<file path="src/rtl/logic_unit_arbiter.sv">
// Round-robin arbiter that time-shares one bitwise logic unit between NUM_REQ
// requesters. Each accepted request returns one tagged response.
module logic_unit_arbiter #(
  parameter int NUM_REQ = 4,
  parameter int WIDTH   = 8,
  parameter int ID_W    = $clog2(NUM_REQ)
) (
  input  logic                     clk,
  input  logic                     rst_n,
  input  logic [NUM_REQ-1:0]       req_valid,
  output logic [NUM_REQ-1:0]       req_ready,
  input  logic [3*NUM_REQ-1:0]     req_op,
  input  logic [WIDTH*NUM_REQ-1:0] req_a,
  input  logic [WIDTH*NUM_REQ-1:0] req_b,
  output logic                     rsp_valid,
  input  logic                     rsp_ready,
  output logic [WIDTH-1:0]         rsp_data,
  output logic [ID_W-1:0]          rsp_id,
  output logic                     rsp_err
);

  localparam logic [1:0] S_IDLE = 2'd0;
  localparam logic [1:0] S_EXEC = 2'd1;
  localparam logic [1:0] S_RESP = 2'd2;

  logic [1:0]       state;
  logic [ID_W-1:0]  ptr;
  logic [ID_W-1:0]  winner;
  logic [ID_W-1:0]  ptr_next;
  logic             found;
  logic             grant;
  int               idx;

  logic [2:0]       op_p0;
  logic [WIDTH-1:0] a_p0;
  logic [WIDTH-1:0] b_p0;
  logic [ID_W-1:0]  id_p0;

  function automatic logic [WIDTH-1:0] gate_eval(input logic [2:0] op,
                                                 input logic [WIDTH-1:0] a,
                                                 input logic [WIDTH-1:0] b);
    case (op)
      3'd0:    gate_eval = a & b;
      3'd1:    gate_eval = a | b;
      3'd2:    gate_eval = ~a;
      3'd3:    gate_eval = ~(a & b);
      3'd4:    gate_eval = ~(a | b);
      3'd5:    gate_eval = a ^ b;
      3'd6:    gate_eval = ~(a ^ b);
      default: gate_eval = '0;
    endcase
  endfunction

  function automatic logic op_illegal(input logic [2:0] op);
    op_illegal = (op == 3'd7);
  endfunction

  // Search starts at ptr and wraps modulo NUM_REQ; the first valid requester wins.
  always_comb begin
    found  = 1'b0;
    winner = '0;
    idx    = 0;
    for (int k = 0; k < NUM_REQ; k++) begin
      idx = int'(ptr) + k;
      if (idx >= NUM_REQ) idx = idx - NUM_REQ;
      if (!found && req_valid[idx]) begin
        found  = 1'b1;
        winner = ID_W'(idx);
      end
    end
  end

  assign grant    = rst_n && (state == S_IDLE) && found;
  assign ptr_next = (winner == ID_W'(NUM_REQ - 1)) ? '0 : winner + ID_W'(1);

  always_comb begin
    req_ready = '0;
    if (grant) req_ready[winner] = 1'b1;
  end

  always_ff @(posedge clk or negedge rst_n) begin
    if (!rst_n) begin
      state     <= S_IDLE;
      ptr       <= '0;
      op_p0     <= '0;
      a_p0      <= '0;
      b_p0      <= '0;
      id_p0     <= '0;
      rsp_valid <= 1'b0;
      rsp_data  <= '0;
      rsp_id    <= '0;
      rsp_err   <= 1'b0;
    end else begin
      case (state)
        // Grant stage: sample the winner's operands once.
        S_IDLE: begin
          if (grant) begin
            op_p0 <= req_op[3*winner +: 3];
            a_p0  <= req_a[WIDTH*winner +: WIDTH];
            b_p0  <= req_b[WIDTH*winner +: WIDTH];
            id_p0 <= winner;
            ptr   <= ptr_next;
            state <= S_EXEC;
          end
        end
        // Execute stage: evaluate the gate function into the response registers.
        S_EXEC: begin
          rsp_data  <= gate_eval(op_p0, a_p0, b_p0);
          rsp_err   <= op_illegal(op_p0);
          rsp_id    <= id_p0;
          rsp_valid <= 1'b1;
          state     <= S_RESP;
        end
        // Response stage: hold until the consumer takes it.
        S_RESP: begin
          if (rsp_ready) begin
            rsp_valid <= 1'b0;
            state     <= S_IDLE;
          end
        end
        default: state <= S_IDLE;
      endcase
    end
  end

endmodule

</file>
<file path="config.mk">
export PLATFORM = sky130hd
export DESIGN_NAME = logic_unit_arbiter
export DESIGN_NICKNAME = d
export VERILOG_FILES = /design/src/rtl/logic_unit_arbiter.sv
export SDC_FILE = /design/constraint.sdc
export NUM_CORES = 1
export LEC_CHECK = 0
export ABC_AREA = 0
export BUFFER_PORTS_ARGS = -buffer_cell sky130_fd_sc_hd__buf_2
export CAP_MARGIN = 20
export CORE_UTILIZATION = 46
export DETAILED_ROUTE_END_ITERATION = 10
export PLACE_DENSITY = 0.77
export SETUP_SLACK_MARGIN = 0.5
export SLEW_MARGIN = 20
export SYNTH_ARGS = -nofsm -noshare
export SYNTH_HDL_FRONTEND = slang
export SYNTH_SLANG_ARGS = --single-unit
export TNS_END_PERCENT = 50
</file>
<file path="constraint.sdc">
create_clock -name clk -period 1.8 [get_ports clk]
set_input_delay 0.18 -clock clk [delete_from_list [all_inputs] [get_ports clk]]
set_output_delay 0.18 -clock clk [all_outputs]
set_load 0.05 [all_outputs]
</file>
==> metrics.txt <==
largest net degree at the start of global routing=38; antenna cells=0; critical path endpoint category=output pin; violated checks=negative setup slack; initial antenna violation count=0; Post-DP Area=3595 um2; Inst Count DP=511; Max stage delay on crit path=about 500 ps; GRT met1 Usage=0.3555; Setup WS post-layout=-230.0 ps; crit path max fanout=6; drt total wl=9359 um; VDD IR max=slightly above 0.001 V; clk root buf=clkbuf_8; Worst-Skew Late Latency=about 300 ps; slowest cell on the critical path=dfrtp_2; Sequential cell area=929.6 um2; nets=558; RSZ-0062 raised after global routing=yes; outcome=finished with violations; RD Place Congestion=between 0.8 and 0.9; post-synthesis register bit count=37; commonest non-fill, non-tap cell in the layout=buf_2; # IOs=99; DR pass1 iterations=5; min-delay worst type=primary input to register; CP Data Arrival Time=around 1900 ps; die width=roughly 82 um; share of cells above drive strength 1=0.4301; data required time at the worst endpoint=1620 ps; final setup fails=24; post-layout minimum cycle time=roughly 2000 ps; Setup crit start kind=register; Synth Area per Inst=~8.4 um2; die height=approximately 80 um; Worst Tran Pin Value=~470 ps; Slew headroom=0.6866; clock sinks=37; mean routed wirelength per cell=approximately 18 um; area grow syn2layout=41.85%; Lkg Pwr=between 1.5 and 2 nW; Fin. Hold Viols=0; gr ovfl total=0; footprint of the multi-input gates=between 1500 and 2000 um2; main flop type after synthesis=dfrtp_1; total number of vias=~3.3k; Final ANT Viol Nets=0; Max-Cap Viols=0; Slew Viols, Final=0; Initial Util=0.4828; Top Usage Layer GRT=met2; DRC=0; cts bufs inserted=5; power per cell area=around 1700 nW/um2; die area=between 6000 and 7000 um2; IO Port Bufs=slightly below 100; first-pass GRT wire length=approximately 14000 um; post-route design area=4126 um2; Mapped Cells=between 300 and 400; Post-DP HPWL=approximately 6000 um; M2 GR Usage=0.4675; Synth Warn #=0; synthesized area=between 2000 and 3000 um2; GR Util All Layers=0.2849; number of global-route vias before repair=roughly 3k; Max Fclk=about 0.5 GHz; syn_nets=around 450; Longest Clk Path Bufs=2; vias per cell=about 6.2; kind of critical path=register to output pin; M3 GR Usage=0.05222; Setup Skew=~14 ps; CTS H-tree lvls=2; CTS tree=built; CP delay by family, top=flip-flops; area of the core=about 6000 um2; async set-reset flop share out of synthesis=1.000; commonest non-fill, non-tap cells in the layout=buf_2 (94), nand3_1 (56), dfrtp_1 (34); Cell variety after synth=slightly below 50; Seq/Total Area, Yosys=0.3183; drt initial violations=269; fill count=roughly 470; Non-Filler Instances=~530; number of synthesized flops with an enable pin=0; # rows=28; sequence of cells on the critical path=mux2i_4 > o2bb2ai_4 > nor2_4 > inv_4 > ha_4 > and2_4 > buf_8; Buffers & Inverters on Critical Path=2; Clock transition at path regs=about 80 ps; final period utilization=1.128
[final timing paths]
check,start,endpoint,slack (ps),cells past startpoint
worst max register to register,ptr[1],a_p0[5],-170,9
min in group asynchronous,rst_n,op_p0[1],520,3
worst max-delay path,ptr[1],req_ready[2],-230,7
worst min-delay path,rsp_ready,state[1],80,2
max in group asynchronous,rst_n,ptr[0],930,3
worst min register to register,rsp_id[1],rsp_id[1],480,2
[worst register-to-register path, stage by stage (launching register included)]
cell	delay, ps
dfrtp_2	490
mux2i_4	320
o2bb2ai_4	160
buf_6	120
buf_6	100
buf_8	120
clkbuf_16	150
o21ai_2	50
a211o_1	310
nand3_1	70
[per-layer routing]
layer | vias to the layer above | wire length, um | share of wire
li1 | 1519 | - | -
met1 | 1550 | 3827 | 0.41
met2 | 196 | 4434 | 0.47
met3 | 33 | 752 | 0.080
met4 | 0 | 346 | 0.037
met5 | - | 0 | 0
[layout make-up]
| type | instances | share of cell area |
|---|---|---|
| repair buffers | 136 | 0.2198 |
| clock inverters | 3 | 0.01061 |
| flip-flops and latches | 37 | 0.2253 |
| inverters | 26 | 0.02547 |
| multi-input cells | 251 | 0.4794 |
| clock buffers | 5 | 0.01668 |
| well taps | 75 | 0.02274 |
[report_power, final]
part	internal, mW	switching (mW)
clock	0.415	0.320
sequential	1.22	0.392
combinational	1.90	2.58
total	3.54	3.29
[cells by family (layout without fill, tap and decap cells)]
family / after synthesis / after routing / share of synthesized area
mux: 13 / 13 / 0.04602
flops: 37 / 37 / 0.3183
buf+inv: 59 / 170 / 0.09376
compound gates: 109 / 109 / 0.2723
fa+ha+maj: 18 / 18 / 0.07742
simple gates: 111 / 111 / 0.1923
[state kept, by name (all words and copies together) (netlist names), 2 cells and up]
register / flops
rsp_data: 8
state: 2
id_p0: 2
rsp_id: 2
b_p0: 8
a_p0: 8
op_p0: 3
ptr: 2
[metrics by stage]
stage / hold slack (ps) / total power, mW / setup slack [ps] / setup TNS, ps / util
global route: 93.42 / 7.318 / -290.1 / -4509 / 0.6848
global placement: 291.2 / 5.238 / -74.25 / -804.6 / 0.5966
finish: 79.36 / 6.832 / -230.0 / -3054 / 0.6848
detailed placement: 301.7 / 5.395 / -74.88 / -726.3 / 0.5966
floorplan: -115.6 / 4.439 / -89.58 / -89.58 / -
CTS: 71.03 / 6.463 / -163.2 / -1776 / 0.6530
[repair_timing]
action / CTS / global route
hold buffers: 1 / 0
hold endpoints to repair: 37 / 0
setup endpoints to repair: 36 / 36
setup buffers: 9 / 2
resized for setup: 34 / 45
pin swaps: 14 / 41
gates cloned: 1 / 1
[cells in the mapped netlist, drive strengths merged, types with 2 or more instances]
library cell	number	area share
nand3	58	0.10
dfrtp	37	0.32
o21ai	30	0.052
inv	26	0.034
a211o	19	0.057
a32oi	19	0.057
buf	19	0.042
ha	18	0.077
nand2	16	0.021
clkbuf	14	0.018
nor2	14	0.019
a21oi	11	0.019
mux2i	10	0.034
a22o	8	0.024
nor3	7	0.014
nand2b	6	0.013
a211oi	3	0.0077
mux2	3	0.012
a31oi	2	0.0043
and2	2	0.0043
nor2b	2	0.0043
o221ai	2	0.0060
o22ai	2	0.0043
o311a	2	0.0069
or2	2	0.0043
(Power assumes the default switching activity.)
